File: src/rtl/pcs_link_ctrl_if.sv
// pcs_link_ctrl_if: management, sync-block and PCS control signals of the link controller
interface pcs_link_ctrl_if;
  logic mr_restart;
  logic sync_status;
  logic rx_even;
  logic [9:0] SUDI;
  logic pcs_rst_n;
  logic xmit;
  logic link_up;
  logic [7:0] link_drops;
  modport master(output mr_restart, sync_status, rx_even, SUDI, input pcs_rst_n, xmit, link_up, link_drops);
  modport slave(input mr_restart, sync_status, rx_even, SUDI, output pcs_rst_n, xmit, link_up, link_drops);
endinterface

File: src/rtl/pcs_link_ctrl.sv
// pcs_link_ctrl: 1000BASE-X PCS bring-up sequencer from reset hold through /I/ qualification to data mode
module pcs_link_ctrl #(
  parameter int RST_CYCLES = 4,
  parameter int IDLE_MATCH = 3
) (
  input logic GTX_CLK,
  input logic mr_main_reset,
  pcs_link_ctrl_if.slave bus
);
  localparam logic [9:0] K28_5_10 = 10'b0011111010;
  localparam logic [9:0] D5_6_10 = 10'b1010010110;
  localparam logic [9:0] D16_2_10 = 10'b1001000101;
  localparam logic [3:0] HOLD_LAST = 4'(RST_CYCLES - 1);
  localparam logic [3:0] IDLE_LAST = 4'(IDLE_MATCH);
  typedef enum logic [4:0] {
    RESET_HOLD = 5'b00001,
    WAIT_SYNC  = 5'b00010,
    IDLE_CHECK = 5'b00100,
    LINK_UP    = 5'b01000,
    LINK_FAIL  = 5'b10000
  } state_t;
  state_t state_q, state_d;
  logic [3:0] hold_cnt_q, hold_cnt_d, idle_cnt_q, idle_cnt_d;
  logic k_seen_q, k_seen_d, good_os;
  logic [7:0] link_drops_q, link_drops_d;
  logic pcs_rst_n_q, pcs_rst_n_d, xmit_q, xmit_d;
  always_comb begin
    state_d = state_q;
    hold_cnt_d = hold_cnt_q;
    idle_cnt_d = idle_cnt_q;
    k_seen_d = k_seen_q;
    link_drops_d = link_drops_q;
    good_os = k_seen_q && (bus.SUDI == D5_6_10 || bus.SUDI == D16_2_10);
    if (bus.mr_restart) begin
      state_d = RESET_HOLD;
      hold_cnt_d = '0;
      idle_cnt_d = '0;
      k_seen_d = 1'b0;
    end else begin
      case (state_q)
        RESET_HOLD: begin
          state_d = hold_cnt_q == HOLD_LAST ? WAIT_SYNC : RESET_HOLD;
          hold_cnt_d = hold_cnt_q == HOLD_LAST ? '0 : hold_cnt_q + 4'd1;
        end
        WAIT_SYNC: begin
          state_d = bus.sync_status ? IDLE_CHECK : WAIT_SYNC;
          idle_cnt_d = '0;
          k_seen_d = 1'b0;
        end
        IDLE_CHECK: begin
          if (!bus.sync_status) begin
            state_d = WAIT_SYNC;
            idle_cnt_d = '0;
            k_seen_d = 1'b0;
          end else if (bus.rx_even) begin
            k_seen_d = bus.SUDI == K28_5_10;
            idle_cnt_d = bus.SUDI == K28_5_10 ? idle_cnt_q : '0;
          end else begin
            k_seen_d = 1'b0;
            idle_cnt_d = good_os ? idle_cnt_q + 4'd1 : '0;
            state_d = good_os && idle_cnt_q + 4'd1 == IDLE_LAST ? LINK_UP : IDLE_CHECK;
          end
        end
        LINK_UP: begin
          state_d = bus.sync_status ? LINK_UP : LINK_FAIL;
          link_drops_d = !bus.sync_status && link_drops_q != 8'hff ? link_drops_q + 8'd1 : link_drops_q;
        end
        LINK_FAIL: begin
          state_d = RESET_HOLD;
          hold_cnt_d = '0;
        end
        default: begin
          state_d = RESET_HOLD;
          hold_cnt_d = '0;
        end
      endcase
    end
    pcs_rst_n_d = state_d != RESET_HOLD;
    xmit_d = state_d == LINK_UP;
  end
  always_ff @(posedge GTX_CLK) begin
    if (mr_main_reset) begin
      state_q <= RESET_HOLD;
      hold_cnt_q <= '0;
      idle_cnt_q <= '0;
      k_seen_q <= 1'b0;
      link_drops_q <= '0;
      pcs_rst_n_q <= 1'b0;
      xmit_q <= 1'b0;
    end else begin
      state_q <= state_d;
      hold_cnt_q <= hold_cnt_d;
      idle_cnt_q <= idle_cnt_d;
      k_seen_q <= k_seen_d;
      link_drops_q <= link_drops_d;
      pcs_rst_n_q <= pcs_rst_n_d;
      xmit_q <= xmit_d;
    end
  end
  assign bus.pcs_rst_n = pcs_rst_n_q;
  assign bus.xmit = xmit_q;
  assign bus.link_up = xmit_q;
  assign bus.link_drops = link_drops_q;
endmodule

File: src/flat_wrapper.sv
// flat-port wrapper written by rule: the top's interface ports become plain ports
module pcs_link_ctrl_flat 
#(
  parameter int RST_CYCLES = 4,
  parameter int IDLE_MATCH = 3
)
  (GTX_CLK, mr_main_reset, bus_mr_restart, bus_sync_status, bus_rx_even, bus_SUDI, bus_pcs_rst_n, bus_xmit, bus_link_up, bus_link_drops);
  pcs_link_ctrl_if bus_i ();
  input logic GTX_CLK;
  input logic mr_main_reset;
  input wire logic [$bits(bus_i.mr_restart)-1:0] bus_mr_restart;
  input wire logic [$bits(bus_i.sync_status)-1:0] bus_sync_status;
  input wire logic [$bits(bus_i.rx_even)-1:0] bus_rx_even;
  input wire logic [$bits(bus_i.SUDI)-1:0] bus_SUDI;
  output wire logic [$bits(bus_i.pcs_rst_n)-1:0] bus_pcs_rst_n;
  output wire logic [$bits(bus_i.xmit)-1:0] bus_xmit;
  output wire logic [$bits(bus_i.link_up)-1:0] bus_link_up;
  output wire logic [$bits(bus_i.link_drops)-1:0] bus_link_drops;
  assign bus_i.mr_restart = bus_mr_restart;
  assign bus_i.sync_status = bus_sync_status;
  assign bus_i.rx_even = bus_rx_even;
  assign bus_i.SUDI = bus_SUDI;
  assign bus_pcs_rst_n = bus_i.pcs_rst_n;
  assign bus_xmit = bus_i.xmit;
  assign bus_link_up = bus_i.link_up;
  assign bus_link_drops = bus_i.link_drops;
  pcs_link_ctrl #(.RST_CYCLES(RST_CYCLES), .IDLE_MATCH(IDLE_MATCH)) u_core (.GTX_CLK(GTX_CLK), .mr_main_reset(mr_main_reset), .bus(bus_i));
endmodule
File: config.mk
export PLATFORM = sky130hd
export DESIGN_NAME = pcs_link_ctrl_flat
export DESIGN_NICKNAME = d
export VERILOG_FILES = /design/src/rtl/pcs_link_ctrl_if.sv /design/src/rtl/pcs_link_ctrl.sv /design/src/flat_wrapper.sv
export SDC_FILE = /design/constraint.sdc
export NUM_CORES = 1
export LEC_CHECK = 0
export CORE_MARGIN = 10
export CORE_UTILIZATION = 54
export DETAILED_ROUTE_END_ITERATION = 12
export PLACE_DENSITY_LB_ADDON = 0.25
export SYNTH_ARGS = -nofsm -noshare
export SYNTH_HDL_FRONTEND = slang
export SYNTH_SLANG_ARGS = --single-unit
File: constraint.sdc
create_clock -name GTX_CLK -period 3.9 [get_ports GTX_CLK]
set_input_delay 1.17 -clock GTX_CLK [delete_from_list [all_inputs] [get_ports GTX_CLK]]
set_output_delay 1.17 -clock GTX_CLK [all_outputs]
set_load 0.01 [all_outputs]
-- Word-level counts from Yosys, hierarchy flattened
Index checks and enable logic that the tools add are counted.
- flip-flop bits (word level): 24
- latch bits: 0
- bits in writable memories: 0
- memory bits (read-only): 0
- output and inout port bits: 11
- logic and storage cells: 52
- memories: 0
- $add $sub $neg: 3
- multipliers: 0
- divide/modulo/power cells: 0
- $lt $le $gt $ge: 0
- equal/unequal tests: 13
- shifts and indexed selects: 0
- muxes and demuxes: 18
- bitwise logic cells: 1
- reduce and logical (&&, ||, !) cells: 10
- operators by type and width (operator ; number):
    two-way mux 4 bit ; 6
    equality test 10 bit, second input constant ; 2
    two-way mux 5 bit ; 4
    one-hot mux 5 bit (4 select lines) ; 1
    one-hot mux 4 bit (2 select lines) ; 2
    equality test 10 x 8 -> 1 bit, second input constant ; 1
    equality test 5 x 4 -> 1 bit, second input constant ; 2
    adder 4 x 1 -> 4 bit, second input constant ; 2
    adder 8 x 1 -> 8 bit, second input constant ; 1
    equality test 4 x 2 -> 1 bit, second input constant ; 2
    != test 8 bit, second input constant ; 1
    equality test 5 x 1 -> 1 bit, second input constant ; 1
    equality test 5 x 2 -> 1 bit, second input constant ; 1
    equality test 5 x 3 -> 1 bit, second input constant ; 1
    != test 5 x 1 -> 1 bit, second input constant ; 1
    != test 4 bit, second input constant ; 1
    logical AND 1 bit ; 3
    two-way mux 3 bit ; 1
    AND reduction 3 bit ; 1
    OR reduction 3 bit ; 1
    two-way mux 1 bit ; 2
    two-way mux 2 bit ; 1
    one-hot mux 1 bit (2 select lines) ; 1
    AND reduction 2 bit ; 1
    5 further kinds ; 5

-- Logic depth before layout (Yosys ltp)
Gate-level depths: netlist (run 1).
- depth after elaboration: 10
- gate-level depth with buffers: 6
- gate-level depth less buffers: 5

-- Least setup slack after synthesis (run 1)
No wires, ideal clock.
- kind: input-to-reg
- start point: in bus_sync_status
- end point: reg u_core.link_drops_q[4] (netlist: u_core.bus.link_drops[4])
- data arrival time: 2.736 ns
- slack: 1.043 ns
- cell stages on the path: 5
- path buffers: 1
- path through: or4b_4 or3_4 buf_4 nor4_2 mux2_2
- longest elaborated chain between the ends: 3
- RTL lines (what ; RTL line ; text):
    start, declared ; flat_wrapper.sv:12 ; input wire logic [$bits(bus_i.sync_status)-1:0] bus_sync_status;
    zero test 1 bit ; -- ;
    logical AND 1 bit ; pcs_link_ctrl.sv:66 ; link_drops_d = !bus.sync_status && link_drops_q != 8'hff ? link_drops_q + 8'd1 : link_drops_q;
    AND reduction 3 bit (no line) ; -- ;
    end signal, assigned ; pcs_link_ctrl.sv:95 ; link_drops_q <= link_drops_d;
    end, declared ; pcs_link_ctrl.sv:25 ; logic [7:0] link_drops_q, link_drops_d;
No other way between the ends.
A chain may end at the register's enable or synchronous reset.

-- Worst setup path after layout (run 1)
- start point: in bus_sync_status
- end point: reg u_core.link_drops_q[3] (netlist: u_core.bus.link_drops[3])
Same word-level chain as after synthesis.

==> results of run 1 <==
==> worst max-delay path by stage <==
stage / endpoint / start / slack, ns / depth (start not counted)
2_1_floorplan: u_core.bus.link_drops[4] / bus_sync_status / 1.04 / 5
3_3_place_gp: u_core.bus.link_drops[3] / bus_sync_status / 0.60 / 5
3_5_place_dp: u_core.bus.link_drops[4] / bus_sync_status / 0.55 / 5
4_1_cts: u_core.bus.link_drops[3] / bus_sync_status / 0.88 / 5
5_1_grt: u_core.bus.link_drops[4] / bus_sync_status / 0.79 / 5
6_report: u_core.bus.link_drops[3] / bus_sync_status / 0.85 / 5
==> kinds of logic after synthesis <==
kind of cell,count (synthesis),synth area share [%]
multiplexers,2,1.61
AO/OA/AOI/OAI,36,18.3
flip-flops,24,36.3
AND/OR/NAND/NOR,68,32.5
adder cells (fa/ha/maj),4,3.78
buffers and inverters,15,5.58
XOR/XNOR,3,1.99
==> sequential cells by signal (all words and copies together) (netlist names) <==
name,flops
u_core.state_q,5
u_core.bus.pcs_rst_n,1
u_core.k_seen_q,1
u_core.hold_cnt_q,4
u_core.bus.link_drops,8
u_core.idle_cnt_q,4
u_core.bus.link_up,1
==> cells in the mapped netlist (2+ instances only) <==
library cell,instances
nor2_1,9
or2_2,3
a22oi_1,3
nand3_1,6
buf_4,2
or4_1,5
o2111ai_1,2
inv_1,7
nand2_1,12
or3_1,4
o21ai_0,5
and3_1,2
clkbuf_1,3
o41ai_1,2
a21oi_1,10
o22ai_1,3
nand4bb_1,2
nor4_1,3
nor2b_1,3
dfxtp_1,24
nor4b_1,2
o31ai_1,4
ha_1,4
xnor2_1,2
and4_1,3
nand4_1,2
==> worst min-delay path, delay by kind of cell, from the launching register on <==
family	cells	cell delay, ns
flip-flops	1	0.33
AND/OR/NAND/NOR	1	0.05
AO/OA/AOI/OAI	1	0.05
==> routing by layer <==
metal	up-vias	routed length (um)	global-route usage, %
met5	-	0	0
met4	0	37	4.66
met3	4	194	3.71
met2	38	1470	20.9
met1	584	1320	12.7
li1	624	-	-
==> area by class of cell <==
type	instances	area [um2]
Clock buffer	3	22.5
Fill cell	187	693
Inverter	7	26.3
Multi-Input combinational cell	113	768
Sequential cell	24	480
Tap cell	28	35.0
Timing Repair Buffer	25	250
==> report_power, final <==
part	internal (mW)	switching, mW	leakage, nW
logic	0.0169	0.0113	0.353
clock network	0.0362	0.0719	0.0138
registers	0.246	0.00130	0.194
==> through the flow <==
stage | util, % | setup WS, ns
2_1_floorplan | - | 1.04
4_1_cts | 69.5 | 0.883
3_3_place_gp | 68.6 | 0.597
5_1_grt | 69.5 | 0.791
6_report | 69.5 | 0.851
3_5_place_dp | 68.6 | 0.547
==> impl_metrics.csv, run 1 <==
group,metric,value,unit
outcome,status,"finished clean",
routing,drc,0,
critical_path,ff2ff_path_depth,4,
finish,num_antenna_cells,0,
routing,num_vias,1250,
synth,yosysSeqAreaShare,36.3,%
timing,fmax,0.328,GHz
finish,final_common_cell,"clkdlybuf4s50_1",
critical_path,crit_required,4.15,ns
timing,drv_slew,0,
floorplanning,core-area,2280,um2
finish,final_nets,193,
finish,syn_to_final_growth,19.7,%
floorplanning,dieHeight,69.5,um
critical_path,crit_fanout,15,
critical_path,critPathArrivalTime,3.29,ns
timing,whs,0.468,ns
timing,worst_pin_slew,0.403,ns
clock_tree,cts_inserted_buffers,3,
power,power,0.384,mW
clock_tree,cts.sink_count,24,
global_routing,grt_max_degree,16,
floorplanning,rows,17,
synth,syn_avg_cell_area,8.70,um2
routing,drt_iter0_markers,61,
clock_tree,htree_levels,1,
power,peakVddDrop,0.167,mV
clock_tree,cts_tree,"yes",
synth,yosys_warnings,0,
routing,antenna_left,0,
timing,setup_viol,0,
floorplanning,initial_utilization,58.1,%
routing,routed_wl,3020,um
synth,synth_top_cell_by_area,"dfxtp_1",
place,io_buffers,25,
timing,fin_setup_tns,0,ns
critical_path,crit_family,"simple AND/OR/NAND/NOR gates",
clock_tree,clkTransAtPathRegs,0.13,ns
synth,syn-cell-area,1320,um2
clock_tree,clock_latency,0.31,ns
critical_path,startpoint_type,"input pin",
global_routing,overflow,0,
finish,final_cell_area,1580,um2
synth,netlist.area_leader.share,36.3,%
global_routing,grt_pass1_vias,1196,
critical_path,worst-path-buf-inv,1,
floorplanning,ios,26,
timing,rsz0062_at_grt,"false",
timing,fin_crit_sh,78.2,%
power,p_leak,0.561,nW
routing,via_per_inst,6.25,
synth,synth_fp_nets,171,
timing,fin_skew,0.00650,ns
critical_path,timing.rr.end,"u_core.bus.link_drops[3]",
clock_tree,cts_setup_buffers,0,
worst_hold_path,hp-start,"u_core.k_seen_q",
place,dp_cells,197,
global_routing,antenna_found_initial,0,
clock_tree,cts_max_path_buffers,2,
place,place_area,1560,um2
synth,synthCells,152,
power,powerDensity,242,nW/um2
synth,async_flop_share,0,%
floorplanning,die_x,69.5,um
synth,synth_edf_count,0,
place,dp_hpwl,2380,um
critical_path,path_class,"input pin to flop",
finish,finalNonFillerCells,200,
timing,fin_crit,3.05,ns
finish,final_layout_size_suffix_gt1_share,6.40,%
routing,wl_per_cell,15.1,um
timing,hold_viol_final,0,
job,cap_violations,0,
critical_path,critPathCaptureType,"flop",
clock_tree,cts_resized,0,
clock_tree,cts_hold_buf,0,
timing,timing.slew.headroom,72.9,%
clock_tree,cts-root-buf,"clkbuf_4",
place,gp_congestion,0.789,
finish,mostFrequentLayoutCells,"clkdlybuf4s50_1, dfxtp_1, nand2_1",
global_routing,grt_pass1_wl,5040,um
critical_path,ff2ff_setup_slack,1.73,ns
critical_path,reg2reg_from,"u_core.state_q[2]",
worst_hold_path,hold_path_end,"u_core.k_seen_q",
critical_path,max_stage_delay,0.55,ns
floorplanning,die_area,4830,um2
worst_hold_path,hold_class,"flop to flop",
critical_path,slowest_stage,"or4b_4",
synth,synthTopCellsByArea,"dfxtp_1, a21oi_1, ha_1",
synth,ys_ff_latch,24,
global_routing,grt_usage,11.8,%
critical_path,crit_chain,"clkdlybuf4s50_1, or4b_4, or3_4, or4_1, a21oi_1",
routing,first_pass_iters,4,
synth,ys.flop_type,"dfxtp_1",
synth,synth_cell_types,51,
worst_hold_path,holdPathStages,2,
No activity file was read; power rests on OpenSTA's default activity.
==> inputs of run 2 (changes only) <==
Settings changed: CORE_UTILIZATION 54 to 46.
Clock period 3.9 ns to 2.6 ns, I/O delays scaled along.
==> run 2 against run 1 <==
  * Non-clock buffer count up 4
  * Cell count rose by 4.0%
  * First-iteration DRC count down 1.6%
  * Via count up 0.80%
==> impl_metrics.csv, run 2 (synthesis gave the netlist of run 1 again) <==
group,metric,value,unit
critical_path,worst-path-buf-inv,1,
place,io_buffers,25,
job,cap_violations,0,
routing,first_pass_iters,4,
critical_path,timing.rr.end,"u_core.bus.link_drops[5]",
clock_tree,cts_max_path_buffers,2,
timing,timing.slew.headroom,72.9,%
critical_path,ff2ff_path_depth,4,
critical_path,crit_chain,"clkdlybuf4s50_1, or4b_4, or3_4, or4_1, a21oi_1",
floorplanning,ios,26,
floorplanning,core-area,2760,um2
routing,wl_per_cell,14.7,um
critical_path,crit_family,"simple AND/OR/NAND/NOR gates",
critical_path,critPathCaptureType,"flop",
global_routing,overflow,0,
critical_path,path_class,"input pin to flop",
floorplanning,dieHeight,73.6,um
floorplanning,die_x,73.6,um
timing,rsz0062_at_grt,"true",
finish,final_common_cell,"clkdlybuf4s50_1",
clock_tree,htree_levels,1,
routing,drt_iter0_markers,60,
worst_hold_path,holdPathStages,2,
finish,final_util,59.7,%
finish,largest_reg_flops,8,
timing,fin_crit_sh,99.0,%
worst_hold_path,hold_path_end,"u_core.k_seen_q",
global_routing,grt_usage,10.8,%
routing,num_vias,1260,
place,gp_congestion,0.846,
floorplanning,rows,19,
outcome,status,"finished clean",
critical_path,max_stage_delay,0.54,ns
timing,setup_ws,0.0272,ns
global_routing,grt_pass1_wl,4910,um
global_routing,antenna_found_initial,0,
timing,fin_skew,0.0123,ns
finish,mostFrequentLayoutCells,"clkdlybuf4s50_1, dfxtp_1, nand2_1",
timing,fin_crit,2.57,ns
clock_tree,cts_resized,0,
place,pre_cts_ws,-0.289,ns
clock_tree,cts_setup_buffers,0,
clock_tree,clock_latency,0.32,ns
critical_path,critPathArrivalTime,2.83,ns
worst_hold_path,hp-start,"u_core.k_seen_q",
power,power,0.690,mW
clock_tree,cts_tree,"yes",
timing,fmax,0.389,GHz
routing,routed_wl,3060,um
floorplanning,initial_utilization,48.0,%
routing,via_per_inst,6.06,
timing,hold_viol_final,0,
critical_path,crit_required,2.86,ns
power,peakVddDrop,0.325,mV
clock_tree,cts.sink_count,24,
worst_hold_path,hold_class,"flop to flop",
critical_path,crit_fanout,10,
finish,final_nets,197,
timing,setup_viol,0,
critical_path,startpoint_type,"input pin",
timing,drv_slew,0,
power,powerDensity,419,nW/um2
finish,num_antenna_cells,0,
clock_tree,cts_inserted_buffers,3,
timing,worst_pin_slew,0.405,ns
routing,antenna_left,0,
finish,final_layout_size_suffix_gt1_share,9.04,%
floorplanning,die_area,5420,um2
clock_tree,cts-root-buf,"clkbuf_4",
critical_path,reg2reg_from,"u_core.state_q[2]",
global_routing,grt_max_degree,15,
place,dp_hpwl,2440,um
finish,syn_to_final_growth,24.5,%
critical_path,slowest_stage,"or4b_4",
critical_path,ff2ff_setup_slack,0.47,ns
clock_tree,cts_hold_buf,0,
routing,drc,0,
power,p_leak,0.594,nW
clock_tree,clkTransAtPathRegs,0.14,ns
global_routing,grt_pass1_vias,1173,
-- run 2: changes by cell type in the layout (fill, tap and decap cells not counted) --
cell and change:
bufinv_16 +1, buf_4 +4
-- run 2: power breakdown --
part           internal (mW)  switching, mW  leakage, nW
Combinational         0.0283         0.0174        0.372
Clock                  0.156          0.117       0.0279
Sequential             0.369        0.00193        0.194
Total                  0.554          0.136        0.594
-- run 2: area by class of cell --
type                    instances  area [um2]
multi-input cells             113         768
clock inverters                 1        30.0
flip-flops and latches         24         480
repair buffers                 29         280
clock buffers                   3        22.5
well taps                      31        38.8
inverters                       7        26.3
fillers                       253        1110
-- run 2: how the worst max path moves through the flow --
stage                                     to       startpoint  cells past startpoint
global route        u_core.bus.link_drops[3]  bus_sync_status                      5
detailed placement  u_core.bus.link_drops[3]  bus_sync_status                      5
finish              u_core.bus.link_drops[5]  bus_sync_status                      5
global placement    u_core.bus.link_drops[3]  bus_sync_status                      5
floorplan           u_core.bus.link_drops[4]  bus_sync_status                      5
CTS                 u_core.bus.link_drops[5]  bus_sync_status                      5
-- run 2: metrics by stage --
stage	cell area, um2	cells	setup TNS (ns)	hold slack [ns]
global route	1650	208	-0.00911	0.495
detailed placement	1590	204	-2.11	0.449
finish	1650	208	0	0.466
floorplan	1320	152	0	0.427
global placement	1590	204	-1.75	0.443
CTS	1650	208	0	0.467
-- run 2: routing by layer --
metal  wire length [um]  vias to the layer above  share of wire (%)  track usage (%)
met1               1360                      590                 44             12.0
li1                   -                      629                  -                -
met5                  0                        -                  0                0
met3                194                        4                6.3             2.96
met4                 23                        0               0.75             3.31
met2               1490                       37                 49             19.2
-- run 2: worst register-to-register path, cell delays in order (launching register included) --
cell and delay, ns:
dfxtp_1 0.43, or4b_4 0.58, or3_4 0.40, or4_1 0.51, a21oi_1 0.15
